[src/rtl/activity_hold_if.sv]
// Strobe inputs and LED outputs shared between the activity scheduler and the
// block that feeds it strobes and consumes its LED vectors.
interface activity_hold_if;
  logic [15:0] in_strobe;
  logic [15:0] out_strobe;
  logic        lamp_test;
  logic [15:0] led_in;
  logic [15:0] led_out;

  modport master (
    output in_strobe,
    output out_strobe,
    output lamp_test,
    input  led_in,
    input  led_out
  );

  modport slave (
    input  in_strobe,
    input  out_strobe,
    input  lamp_test,
    output led_in,
    output led_out
  );
endinterface

[src/rtl/activity_hold.sv]
// Stretches per-port MIDI byte strobes into visible LED on-times, with a forced
// off-gap so continuous traffic blinks. 32 channels share one tick prescaler.
module activity_hold #(
  parameter int TICK_DIV   = 16,
  parameter int HOLD_TICKS = 6,
  parameter int GAP_TICKS  = 4
) (
  input  logic           clk,
  input  logic           rst_n,
  activity_hold_if.slave bus
);

  typedef enum logic [1:0] {
    IDLE = 2'd0,
    ON   = 2'd1,
    GAP  = 2'd2
  } chan_state_e;

  localparam logic [7:0] HOLD_LOAD = 8'(HOLD_TICKS);
  localparam logic [7:0] GAP_LOAD  = 8'(GAP_TICKS);

  logic [TICK_DIV-1:0] presc_q;
  logic                tick;
  logic [31:0]         strobe;
  chan_state_e         state_q [32];
  chan_state_e         state_d [32];
  logic [7:0]          cnt_q [32];
  logic [7:0]          cnt_d [32];
  logic [31:0]         pend_q;
  logic [31:0]         pend_d;
  logic [31:0]         on_d;
  logic [15:0]         led_in_q;
  logic [15:0]         led_out_q;

  assign strobe = {bus.out_strobe, bus.in_strobe};
  assign tick   = &presc_q;

  always_ff @(posedge clk or negedge rst_n) begin
    if (!rst_n) begin
      presc_q <= '0;
    end else begin
      presc_q <= presc_q + 1'b1;
    end
  end

  always_ff @(posedge clk or negedge rst_n) begin
    if (!rst_n) begin
      for (int i = 0; i < 32; i++) begin
        state_q[i] <= IDLE;
        cnt_q[i]   <= '0;
      end
      pend_q <= '0;
    end else begin
      for (int i = 0; i < 32; i++) begin
        state_q[i] <= state_d[i];
        cnt_q[i]   <= cnt_d[i];
      end
      pend_q <= pend_d;
    end
  end

  // A strobe seen while ON or GAP is remembered in pend and honoured when the
  // gap expires, so back-to-back traffic never loses a re-trigger.
  always_comb begin
    pend_d = pend_q;
    on_d   = '0;
    for (int i = 0; i < 32; i++) begin
      state_d[i] = state_q[i];
      cnt_d[i]   = cnt_q[i];
      case (state_q[i])
        IDLE: begin
          if (strobe[i]) begin
            state_d[i] = ON;
            cnt_d[i]   = HOLD_LOAD;
            pend_d[i]  = 1'b0;
          end
        end
        ON: begin
          if (strobe[i]) pend_d[i] = 1'b1;
          if (tick) begin
            if (cnt_q[i] == 8'd1) begin
              state_d[i] = GAP;
              cnt_d[i]   = GAP_LOAD;
            end else begin
              cnt_d[i] = cnt_q[i] - 8'd1;
            end
          end
        end
        GAP: begin
          if (strobe[i]) pend_d[i] = 1'b1;
          if (tick) begin
            if (cnt_q[i] == 8'd1) begin
              if (pend_q[i] || strobe[i]) begin
                state_d[i] = ON;
                cnt_d[i]   = HOLD_LOAD;
                pend_d[i]  = 1'b0;
              end else begin
                state_d[i] = IDLE;
              end
            end else begin
              cnt_d[i] = cnt_q[i] - 8'd1;
            end
          end
        end
        default: begin
          state_d[i] = IDLE;
        end
      endcase
      on_d[i] = (state_d[i] == ON);
    end
  end

  // LEDs register the next-state view so a strobe lights its LED right after
  // the edge that samples it; lamp test only overrides the outputs.
  always_ff @(posedge clk or negedge rst_n) begin
    if (!rst_n) begin
      led_in_q  <= '0;
      led_out_q <= '0;
    end else begin
      led_in_q  <= on_d[15:0]  | {16{bus.lamp_test}};
      led_out_q <= on_d[31:16] | {16{bus.lamp_test}};
    end
  end

  assign bus.led_in  = led_in_q;
  assign bus.led_out = led_out_q;

endmodule
[src/flat_wrapper.sv]
// flat-port wrapper written by rule: the top's interface ports become plain ports
module activity_hold_flat 
#(
  parameter int TICK_DIV   = 16,
  parameter int HOLD_TICKS = 6,
  parameter int GAP_TICKS  = 4
)
  (clk, rst_n, bus_in_strobe, bus_out_strobe, bus_lamp_test, bus_led_in, bus_led_out);
  activity_hold_if bus_i ();
  input  logic clk;
  input  logic rst_n;
  input wire logic [$bits(bus_i.in_strobe)-1:0] bus_in_strobe;
  input wire logic [$bits(bus_i.out_strobe)-1:0] bus_out_strobe;
  input wire logic [$bits(bus_i.lamp_test)-1:0] bus_lamp_test;
  output wire logic [$bits(bus_i.led_in)-1:0] bus_led_in;
  output wire logic [$bits(bus_i.led_out)-1:0] bus_led_out;
  assign bus_i.in_strobe = bus_in_strobe;
  assign bus_i.out_strobe = bus_out_strobe;
  assign bus_i.lamp_test = bus_lamp_test;
  assign bus_led_in = bus_i.led_in;
  assign bus_led_out = bus_i.led_out;
  activity_hold #(.TICK_DIV(TICK_DIV), .HOLD_TICKS(HOLD_TICKS), .GAP_TICKS(GAP_TICKS)) u_core (.clk(clk), .rst_n(rst_n), .bus(bus_i));
endmodule
[config.mk]
export PLATFORM = sky130hd
export DESIGN_NAME = activity_hold_flat
export DESIGN_NICKNAME = d
export VERILOG_FILES = /design/src/rtl/activity_hold_if.sv /design/src/rtl/activity_hold.sv /design/src/flat_wrapper.sv
export SDC_FILE = /design/constraint.sdc
export NUM_CORES = 1
export LEC_CHECK = 0
export CORE_MARGIN = 2
export CORE_UTILIZATION = 50
export CTS_CLUSTER_DIAMETER = 30
export CTS_CLUSTER_SIZE = 24
export DETAILED_ROUTE_END_ITERATION = 6
export PLACE_DENSITY = 0.67
export SLEW_MARGIN = 20
export SYNTH_ARGS = -nofsm -noshare
export SYNTH_HDL_FRONTEND = slang
export SYNTH_SLANG_ARGS = --single-unit
[constraint.sdc]
create_clock -name clk -period 2.7 [get_ports clk]
set_clock_uncertainty 0.2 [all_clocks]
set_input_delay 0.27 -clock clk [delete_from_list [all_inputs] [get_ports clk]]
set_output_delay 0.27 -clock clk [all_outputs]
set_load 0.02 [all_outputs]
==> results of run 1 <==
worst max-delay path: cells and delay by family, from the launching register on:
kind,cells,cell delay [ns]
adder cells (fa/ha/maj),1,0.21
AO/OA/AOI/OAI,2,0.74
AND/OR/NAND/NOR,3,0.47
flip-flops,1,0.39
buffers and inverters,2,0.42
layout by cell type (no fill, tap or decap), types with 16 or more instances in the layout:
master and n:
o32a_1 16, ha_1 193, or4_1 51, nor2_1 222
or3b_2 18, or3_1 148, nor3b_1 40, clkbuf_16 108
o211ai_1 27, nor3_1 64, a31o_2 31, inv_1 198
a21oi_1 450, bufinv_16 19, o31ai_1 27, dfrtp_1 400
nand3_1 56, clkinv_2 19, nand4_1 31, mux2_2 17
a21boi_0 31, nand2_1 204, o21ai_0 299, nor2b_1 34
a31oi_1 36, clkdlybuf4s50_1 64, a21o_1 48, nor4_1 67
buf_4 82
power breakdown:
part           internal (mW)  leakage (nW)  switching (mW)  total (mW)
registers               6.11          5.02          0.0696        6.18
logic                  0.301          7.74           0.473       0.775
clock network           9.35          1.82            3.75        13.1
total                   15.8          14.6            4.30        20.1
state kept, by name, summed over array words and instances (netlist names):
name / cells
u_core.pend_q: 32
u_core.state_q: 64
u_core.bus.led_in: 16
u_core.cnt_q: 256
u_core.presc_q: 16
u_core.bus.led_out: 16
timing repair:
| item | 4_1_cts | 5_1_grt |
|---|---|---|
| endpoints found under the setup margin | 0 | 28 |
| endpoints found under the hold margin | 295 | 0 |
| gates resized for setup | 0 | 3 |
| buffers inserted | 0 | 7 |
| hold buffers | 1 | 0 |
path summary, 6_finish.rpt:
path / startpoint / to / slack, ns / cells past startpoint
max in group asynchronous: rst_n / u_core.bus.led_in[2]$_DFF_PN0_ / 1.44 / 4
min reg2reg: u_core.presc_q[0]$_DFF_PN0_ / u_core.presc_q[0]$_DFF_PN0_ / 0.25 / 1
max reg2reg: u_core.presc_q[0]$_DFF_PN0_ / u_core.cnt_q[40]$_DFFE_PN0P_ / 0.15 / 8
min: rst_n / u_core.bus.led_in[14]$_DFF_PN0_ / 0.01 / 2
max: u_core.presc_q[0]$_DFF_PN0_ / u_core.cnt_q[40]$_DFFE_PN0P_ / 0.15 / 8
min in group clk: bus_out_strobe[12] / u_core.pend_q[28]$_DFFE_PN0P_ / 0.17 / 3
area by class of cell:
type                       count  area, um^2  area share
multi-input combinational   2286       14300       0.458
sequential                   400       10000       0.321
clock buffer                 135        2920      0.0936
timing repair buffer         163        1570      0.0503
tap                          672         841      0.0269
clock inverter                58         828      0.0265
inverter                     198         743      0.0238
logic make-up (layout without fill, tap and decap cells):
logic type / after synthesis / count (layout) / share of synthesized area
compound gates: 1056 / 1056 / 0.245
simple gates: 1001 / 1001 / 0.209
flops: 400 / 400 / 0.395
buf+inv: 258 / 554 / 0.0411
fa+ha+maj: 193 / 193 / 0.0954
mux: 21 / 21 / 0.00914
xor+xnor: 15 / 15 / 0.00519
metrics by stage:
| stage | instance area [um^2] | worst slack [ns] | util | power [mW] | instances |
|---|---|---|---|---|---|
| finish | 31200 | 0.146 | 0.624 | 20.1 | 3912 |
| global route | 31200 | -0.00660 | 0.624 | 20.7 | 3912 |
| CTS | 31100 | 0.0801 | 0.621 | 20.3 | 3904 |
| detailed placement | 27400 | 0.0881 | 0.546 | 7.03 | 3710 |
| global placement | 27400 | 0.162 | 0.546 | 7.01 | 3710 |
| floorplan | 25300 | 0.261 | - | 6.64 | 2944 |
per-layer routing:
metal,vias up,part of all wire
met5,-,0.00022
li1,11300,-
met2,468,0.48
met3,105,0.041
met4,2,0.023
met1,11100,0.45
==> impl_results.md, run 1 <==
* Status: complete, no violations
* Cts bufs inserted at 105
* Via-to-Cell Ratio at 5.88
* Pre-antenna DRT Iters at 7
* CTS Buffer Depth at 3
* CP endpoint kind: flop
* Detailed-route DRC error count at 0
* Ports at 67
* Number of global-route vias before repair at 22600
* F_max at 392 MHz
* CORE AREA at 50100 um^2
* Fin. max-slew vios at 0
* VDD IR max at 0.507 mV
* Share of layout cells above drive strength 1 at 0.110
* Fillers at 4257
* PD cells at 642 nW/um^2
* Setup CP Type: flop to flop
* GRT Overall Usage at 0.222
* Hold Path Class: input port to asynchronous set/reset pin
* Critical Path Source Type: flop
* Post-synthesis register bit count at 400
* Initial DRC Count at 1280
* Mean routed wirelength per cell at 15.0 um
* Die ar. at 52500 um^2
* Leak at 14.6 nW
* Initial antenna violation count at 1
* Dominant cell type by area after synthesis: dfrtp_1
* Post-Syn Nets at 3172
* Chip width at 229 um
* # nets final at 3382
* Placer Congestion at 0.871
* Final worst path period share at 0.946
* Mapped Avg Cell Area at 8.60 um^2
* Slew headroom at 0.551
* TNS Setup at 0 ns
* TritonCTS clock tree: yes
* Final Hold Viols at 0
* Antenna viol nets, final at 0
* Post-Route WL at 58800 um
* Distinct cells, synth at 62
* Clock sink count at 400
* Unrepaired setup endpoints after global routing: true
* CTS clk-pin slew, worst paths at 0.04 ns
* Worst-skew pair later-pin latency at 0.63 ns
* Worst EP required at 3.01 ns
* Fraction of registers with async set/reset at 1.00
* Primary FF master, synth: dfrtp_1
* Global-route layer with the greatest usage: met2
* M1 GR Usage at 0.283
* Seq/Total Area, Yosys at 0.395
* Root Buffer Master: clkbuf_16
* Pin count of the biggest net entering global routing at 64
* Grt total ovfl at 0
* Die Height at 229 um
* Synthesis Warnings at 0
* CP max stage delay at 0.58 ns
* Syn-to-layout area delta at 23.3%
* Critical path's slowest cell: o211ai_1
* Worst Hold Margin at 0.0101 ns
* Worst endpoint data arrival time at 2.87 ns
* GR Util met2 at 0.379
* N_diodes at 0
* MaxCap Viol Count at 0
* Post-synth EDFFs at 0
* Top cell type's share of synthesized area at 0.395
* Global-route wire length before repair at 102000 um
* CP Max Fanout at 17
* CP cell instances: ha_1 -> and4_1 -> and4_4 -> buf_12 -> o211ai_1 -> buf_4 -> nor4_1 -> a21o_1
* Most numerous cell in the Yosys netlist: a21oi_1
* Met3 usage at 0.0430
* Initial Util at 0.506
* Synthesized cell area at 25300 um^2
* Port Buf Inserts at 66
* Setup-failing EPs final at 0
* Commonest cells in the netlist: a21oi_1 (450), dfrtp_1 (400), o21ai_0 (299), nor2_1 (222), nand2_1 (204)
* Synth top area cells: dfrtp_1 (40%), ha_1 (9.5%), a21oi_1 (8.9%)
* H-tree Lvls at 3
* Via count at 23000
* Final worst path period need at 2.55 ns
* Row count at 82
* Cells after synthesis at 2944
* Half-perimeter wire length after placement at 39600 um
* Worst-margin pin slew at 0.671 ns
No activity file was read; power rests on OpenSTA's default activity.
==> run 2: changes to the inputs <==
--- a/config.mk
+++ b/config.mk
@@ -7,7 +7,7 @@
 export LEC_CHECK = 0
 export CORE_MARGIN = 2
 export CORE_UTILIZATION = 50
-export CTS_CLUSTER_DIAMETER = 30
+export CTS_CLUSTER_DIAMETER = 50
 export CTS_CLUSTER_SIZE = 24
 export DETAILED_ROUTE_END_ITERATION = 6
 export PLACE_DENSITY = 0.67
==> run 2 against run 1 <==
Net effect: power down 31%; global-route usage down 0.74 points; sequential cell count unchanged; clock power down 47%; maximum frequency down 0.96%; critical path depth unchanged; combinational power about the same; first-iteration DRC count down 1.5%; register-to-register slack worse by 0.02 ns; critical path type unchanged; largest power group unchanged.
==> impl_results.md, run 2 (synthesis gave the netlist of run 1 again) <==
* Status: complete, no violations (unchanged)
* Sw power at 3.48 mW (was 4.30 mW)
* Finished Cell Area at 29200 um^2 (was 31200 um^2)
* Grt total ovfl at 0 (unchanged)
* Setup-failing EPs final at 0 (unchanged)
* Post-Route WL at 56800 um (was 58800 um)
* Antenna viol nets, final at 0 (unchanged)
* R2R Setup Slk at 0.12 ns (was 0.15 ns)
* Worst-margin pin slew at 0.659 ns (was 0.671 ns)
* Area of the multi-input gates at 14300 um^2 (about the same)
* Sequential share of power at 0.444 (was 0.308)
* Unrepaired setup endpoints after global routing: true (unchanged)
* DP Worst Slack at 0.0881 ns (unchanged)
* R2R Path End: u_core.cnt_q[40]$_DFFE_PN0P_ (unchanged)
* Leak at 13.6 nW (was 14.6 nW)
* PD cells at 474 nW/um^2 (was 642 nW/um^2)
* Net Sw Frac at 0.252 (was 0.214)
* Setup CP Type: flop to flop (unchanged)
* CP endpoint kind: flop (unchanged)
* Most frequent cells in the layout: a21oi_1 (450), dfrtp_1 (400), o21ai_0 (299), nor2_1 (222), nand2_1 (204) (unchanged)
* Worst Reg-to-Reg Cells at 8 (unchanged)
* Worst EP required at 2.98 ns (was 3.01 ns)
* Via count at 22500 (was 23000)
* M1 GR Usage at 0.280 (was 0.283)
* Fin. max-slew vios at 0 (unchanged)
* Fillers at 4479 (was 4257)
* Worst-skew pair later-pin latency at 0.60 ns (was 0.63 ns)
* Share of layout cells above drive strength 1 at 0.0854 (was 0.110)
* Worst r2r src: u_core.presc_q[0]$_DFF_PN0_ (unchanged)
* Initial antenna violation count at 0 (was 1)
* Via-to-Cell Ratio at 5.90 (was 5.88)
* Syn-to-layout area delta at 15.4% (was 23.3%)
* Initial DRC Count at 1261 (was 1280)
* Met3 usage at 0.0298 (was 0.0430)
* Port Buf Inserts at 66 (unchanged)
* Global-route wire length before repair at 98700 um (was 102000 um)
* Slew headroom at 0.559 (was 0.551)
* Clock network fraction of total power at 0.500 (was 0.653)
* F_max at 388 MHz (was 392 MHz)
* Final worst path period share at 0.955 (was 0.946)
* Layout Utilization at 0.584 (was 0.624)
* Mean routed wirelength per cell at 14.9 um (was 15.0 um)
* GRT Overall Usage at 0.215 (was 0.222)
* CP Max Fanout at 17 (unchanged)
* Ports at 67 (unchanged)
* N_diodes at 0 (unchanged)
* Largest register FFs at 256 (unchanged)
* CORE AREA at 50100 um^2 (unchanged)
* Global-route layer with the greatest usage: met2 (unchanged)
* Final worst path period need at 2.58 ns (was 2.55 ns)
* Number of global-route vias before repair at 21900 (was 22600)
* Dpl cell area at 27400 um^2 (unchanged)
* CTS Buffer Depth at 3 (unchanged)
* Worst endpoint data arrival time at 2.86 ns (was 2.87 ns)
* H-tree Lvls at 2 (was 3)
* Power share of the combinational group at 0.056 (was 0.039)
* Row count at 82 (unchanged)
* Placer Congestion at 0.871 (unchanged)
* Half-perimeter wire length after placement at 39600 um (unchanged)
* Largest registers: u_core.cnt_q x256, u_core.state_q x64, u_core.pend_q x32 (unchanged)
* Total Power at 13.8 mW (was 20.1 mW)
* Clock sink count at 400 (unchanged)
* Pre-antenna DRT Iters at 7 (unchanged)
* Cts bufs inserted at 49 (was 105)
* Die Height at 229 um (unchanged)
* GR Util met2 at 0.368 (was 0.379)
* Critical Path Source Type: flop (unchanged)
* CTS clk-pin slew, worst paths at 0.07 ns (was 0.04 ns)
* Int Pwr at 10.4 mW (was 15.8 mW)
* Final WS setup at 0.121 ns (was 0.146 ns)
* Root Buffer Master: clkbuf_16 (unchanged)
* Die ar. at 52500 um^2 (unchanged)
* FF+latch area at 10000 um^2 (unchanged)
* TritonCTS clock tree: yes (unchanged)
* # nets final at 3328 (was 3382)
* TNS Setup at 0 ns (unchanged)
* Final Hold Viols at 0 (unchanged)
* Pin count of the biggest net entering global routing at 64 (unchanged)
* VDD IR max at 0.447 mV (was 0.507 mV)
* Most common cell after layout, fill and taps aside: a21oi_1 (unchanged)
* Hold Path Class: input port to asynchronous set/reset pin (unchanged)
* Chip width at 229 um (unchanged)
* Biggest register: u_core.cnt_q (unchanged)
* MaxCap Viol Count at 0 (unchanged)
* Detailed-route DRC error count at 0 (unchanged)
* Initial Util at 0.506 (unchanged)
-- run 2: final cells by class --
type / count / area share
flip-flops and latches: 400 / 0.343
clock inverters: 38 / 0.0155
multi-input cells: 2287 / 0.490
inverters: 198 / 0.0254
repair buffers: 164 / 0.0540
clock buffers: 53 / 0.0439
well taps: 672 / 0.0288
-- run 2: stage by stage --
step | std cells | hold WS, ns
global route | 3812 | 0.0777
global placement | 3710 | 0.0660
detailed placement | 3710 | 0.0691
finish | 3812 | 0.0299
CTS | 3802 | 0.0304
floorplan | 2944 | -0.226
-- run 2: how the worst max path moves through the flow --
stage / from / endpoint / slack [ns] / depth (start not counted)
CTS: u_core.presc_q[0]$_DFF_PN0_ / u_core.cnt_q[252]$_DFFE_PN0P_ / 0.05 / 7
floorplan: u_core.presc_q[0]$_DFF_PN0_ / u_core.cnt_q[105]$_DFFE_PN0P_ / 0.26 / 8
global placement: u_core.presc_q[0]$_DFF_PN0_ / u_core.cnt_q[210]$_DFFE_PN0P_ / 0.16 / 8
global route: u_core.presc_q[0]$_DFF_PN0_ / u_core.cnt_q[173]$_DFFE_PN0P_ / -0.01 / 7
detailed placement: u_core.presc_q[0]$_DFF_PN0_ / u_core.cnt_q[79]$_DFFE_PN0P_ / 0.09 / 8
finish: u_core.presc_q[0]$_DFF_PN0_ / u_core.cnt_q[40]$_DFFE_PN0P_ / 0.12 / 8
-- run 2: power by group through the flow --
stage	Combinational, mW	Clock (mW)	Sequential (mW)
2_1_floorplan	0.355	0	6.28
3_3_place_gp	0.755	0	6.26
3_5_place_dp	0.770	0	6.26
4_1_cts	0.777	7.12	6.15
5_1_grt	0.868	7.39	6.16
6_report	0.773	6.92	6.15
-- run 2: what timing repair did --
item	in CTS	in global routing
endpoints found under the setup margin	0	34
endpoints found under the hold margin	295	0
setup buffers	0	8
resized for setup	0	3
hold buffers	1	0
-- run 2: metal layers --
metal / routed length (um) / vias to the layer above
li1: - / 11100
met3: 2240 / 91
met4: 1150 / 0
met2: 27200 / 430
met1: 26200 / 10800
met5: 0 / -
-- run 2: worst max-delay path: stages (launching register included) --
cell,delay [ns]
dfrtp_1,0.40
ha_1,0.21
and4_1,0.19
and4_4,0.22
buf_12,0.17
o211ai_1,0.57
buf_4,0.26
nor4_1,0.05
a21o_1,0.16
==> run 3: changes to the inputs <==
==> constraint.sdc (replaced) <==
create_clock -name clk -period 2.5 [get_ports clk]
set_clock_uncertainty 0.2 [all_clocks]
set_input_delay 0.25 -clock clk [delete_from_list [all_inputs] [get_ports clk]]
set_output_delay 0.25 -clock clk [all_outputs]
set_load 0.02 [all_outputs]
==> run 3 against run 2 <==
Net effect: clock power up 9.2%; maximum frequency increased by 3.4%; setup slack lost 0.12 ns.
==> impl_results.md, run 3 (synthesis gave the netlist of run 1 again) <==
* Share of layout cells above drive strength 1 at 0.111 (was 0.0854)
* CP cell instances: ha_1 -> and4_1 -> and4_4 -> buf_12 -> o211ai_1 -> buf_4 -> o31a_1 -> o22a_1 (was ha_1 -> and4_1 -> and4_4 -> buf_12 -> o211ai_1 -> buf_4 -> nor4_1 -> a21o_1)
* Area of the multi-input gates at 14400 um^2 (was 14300 um^2)
* Chip width at 229 um (unchanged)
* CP Max Fanout at 23 (was 17)
* Global-route layer with the greatest usage: met2 (unchanged)
* GRT Overall Usage at 0.214 (was 0.215)
* Critical Path Source Type: flop (unchanged)
* GR Util met2 at 0.365 (was 0.368)
* Antenna viol nets, final at 0 (unchanged)
* Pre-antenna DRT Iters at 7 (unchanged)
* Total Power at 15.1 mW (was 13.8 mW)
* CORE AREA at 50100 um^2 (unchanged)
* Finished Layout Cells at 3895 (was 3812)
* Worst-margin pin slew at 0.608 ns (was 0.659 ns)
* Final worst path period share at 0.998 (was 0.955)
* MaxCap Viol Count at 0 (unchanged)
* Via count at 22800 (was 22500)
* Setup CP Type: flop to flop (unchanged)
* PD cells at 505 nW/um^2 (was 474 nW/um^2)
* Syn-to-layout area delta at 18.1% (was 15.4%)
* Fillers at 4394 (was 4479)
* Clock sink count at 400 (unchanged)
* CP bufs+invs at 2 (unchanged)
* Initial DRC Count at 1499 (was 1261)
* Cts bufs inserted at 49 (unchanged)
* Leak at 14.0 nW (was 13.6 nW)
* Placer Congestion at 0.863 (was 0.871)
* Grt total ovfl at 0 (unchanged)
* CP max stage delay at 0.35 ns (was 0.57 ns)
* Final Hold Viols at 0 (unchanged)
* Largest register FFs at 256 (unchanged)
* Mean routed wirelength per cell at 14.7 um (was 14.9 um)
* H-tree Lvls at 2 (unchanged)
* Crit path max-delay family: compound AO/OA/AOI/OAI gates (unchanged)
* Status: complete, no violations (unchanged)
* CTS clk-pin slew, worst paths at 0.07 ns (about the same)
* Biggest register: u_core.cnt_q (unchanged)
* Half-perimeter wire length after placement at 39900 um (was 39600 um)
* VDD IR max at 0.539 mV (was 0.447 mV)
* Largest registers: u_core.cnt_q x256, u_core.state_q x64, u_core.pend_q x32 (unchanged)
* Slew headroom at 0.592 (was 0.559)
* Unrepaired setup endpoints after global routing: true (unchanged)
* Worst EP required at 2.77 ns (was 2.98 ns)
* Fin. max-slew vios at 0 (unchanged)
* FF+latch area at 10000 um^2 (unchanged)
* Final WS setup at 0.00509 ns (was 0.121 ns)
* TritonCTS clock tree: yes (unchanged)
* DP Worst Slack at -0.0353 ns (was 0.0881 ns)
* Post-Route WL at 57100 um (was 56800 um)
* Placed cell count at 3785 (was 3710)
* Worst-skew pair later-pin latency at 0.60 ns (about the same)
* Ports at 67 (unchanged)
* Most common cell after layout, fill and taps aside: a21oi_1 (unchanged)
* Hold Path Class: input port to asynchronous set/reset pin (unchanged)
* Critical path's slowest cell: dfrtp_1 (was o211ai_1)
* Detailed-route DRC error count at 0 (unchanged)
* Die Height at 229 um (unchanged)
* Row count at 82 (unchanged)
* Port Buf Inserts at 66 (unchanged)
* F_max at 401 MHz (was 388 MHz)
* Via-to-Cell Ratio at 5.85 (was 5.90)
* Initial Util at 0.506 (unchanged)
* Die ar. at 52500 um^2 (unchanged)
* Worst endpoint data arrival time at 2.77 ns (was 2.86 ns)
* Pin count of the biggest net entering global routing at 67 (was 64)
* Global-route wire length before repair at 98500 um (was 98700 um)
* # nets final at 3410 (was 3328)
* Root Buffer Master: clkbuf_16 (unchanged)
* CTS Buffer Depth at 3 (unchanged)
* M1 GR Usage at 0.279 (was 0.280)
* CP endpoint kind: flop (unchanged)
* Setup-failing EPs final at 0 (unchanged)
* Initial antenna violation count at 1 (was 0)
* Met3 usage at 0.0340 (was 0.0298)
* Final worst path period need at 2.49 ns (was 2.58 ns)
* Number of global-route vias before repair at 21800 (was 21900)
* Most frequent cells in the layout: a21oi_1 (443), dfrtp_1 (400), o21ai_0 (298), nor2_1 (221), nand2_1 (204) (was a21oi_1 (450), dfrtp_1 (400), o21ai_0 (299), nor2_1 (222), nand2_1 (204))
## run 3: power breakdown
part / leakage (nW) / switching [mW] / total (mW) / internal (mW)
Combinational: 8.15 / 0.519 / 0.909 / 0.389
Sequential: 5.02 / 0.0706 / 6.64 / 6.57
Clock: 0.831 / 3.08 / 7.56 / 4.47
Total: 14.0 / 3.67 / 15.1 / 11.4
## run 3: worst paths after layout
check                      slack (ns)                    startpoint                         endpoint  cells after the start
min                              0.03                         rst_n  u_core.bus.led_in[14]$_DFF_PN0_                      2
min reg2reg                      0.27  u_core.presc_q[15]$_DFF_PN0_     u_core.presc_q[15]$_DFF_PN0_                      1
max in group asynchronous        1.25                         rst_n     u_core.pend_q[2]$_DFFE_PN0P_                      4
min in group clk                 0.20             bus_in_strobe[14]    u_core.pend_q[14]$_DFFE_PN0P_                      3
max                             0.005   u_core.presc_q[0]$_DFF_PN0_     u_core.cnt_q[99]$_DFFE_PN0P_                      8
max reg2reg                     0.005   u_core.presc_q[0]$_DFF_PN0_     u_core.cnt_q[99]$_DFFE_PN0P_                      8
## run 3: what timing repair did
item / in CTS / in global routing
gates cloned: 0 / 2
hold buffers: 2 / 0
pin swaps: 5 / 19
buffers inserted: 5 / 9
hold endpoints to repair: 296 / 0
setup endpoints to repair: 22 / 110
gates resized for setup: 2 / 19
## run 3: cell type report
type | instances | area share
Clock inverter | 36 | 0.0146
Timing Repair Buffer | 245 | 0.0739
Tap cell | 672 | 0.0281
Clock buffer | 55 | 0.0435
Antenna cell | 1 | 0.0000836
Inverter | 198 | 0.0248
Multi-Input combinational cell | 2288 | 0.480
Sequential cell | 400 | 0.335
## run 3: per-stage QoR
step / hold WS [ns] / TNS, ns / utilization / area [um^2]
finish: 0.0285 / 0 / 0.598 / 29900
floorplan: -0.246 / 0 / - / 25300
CTS: 0.0521 / 0 / 0.594 / 29700
detailed placement: 0.0566 / -0.157 / 0.558 / 27900
global placement: 0.0465 / 0 / 0.558 / 27900
global route: 0.0806 / -2.32 / 0.597 / 29900
## run 3: routing by layer
metal	routed length [um]	vias up
met3	2210	93
met5	13	-
met4	1190	2
met1	26600	10900
met2	27100	410
li1	-	11300
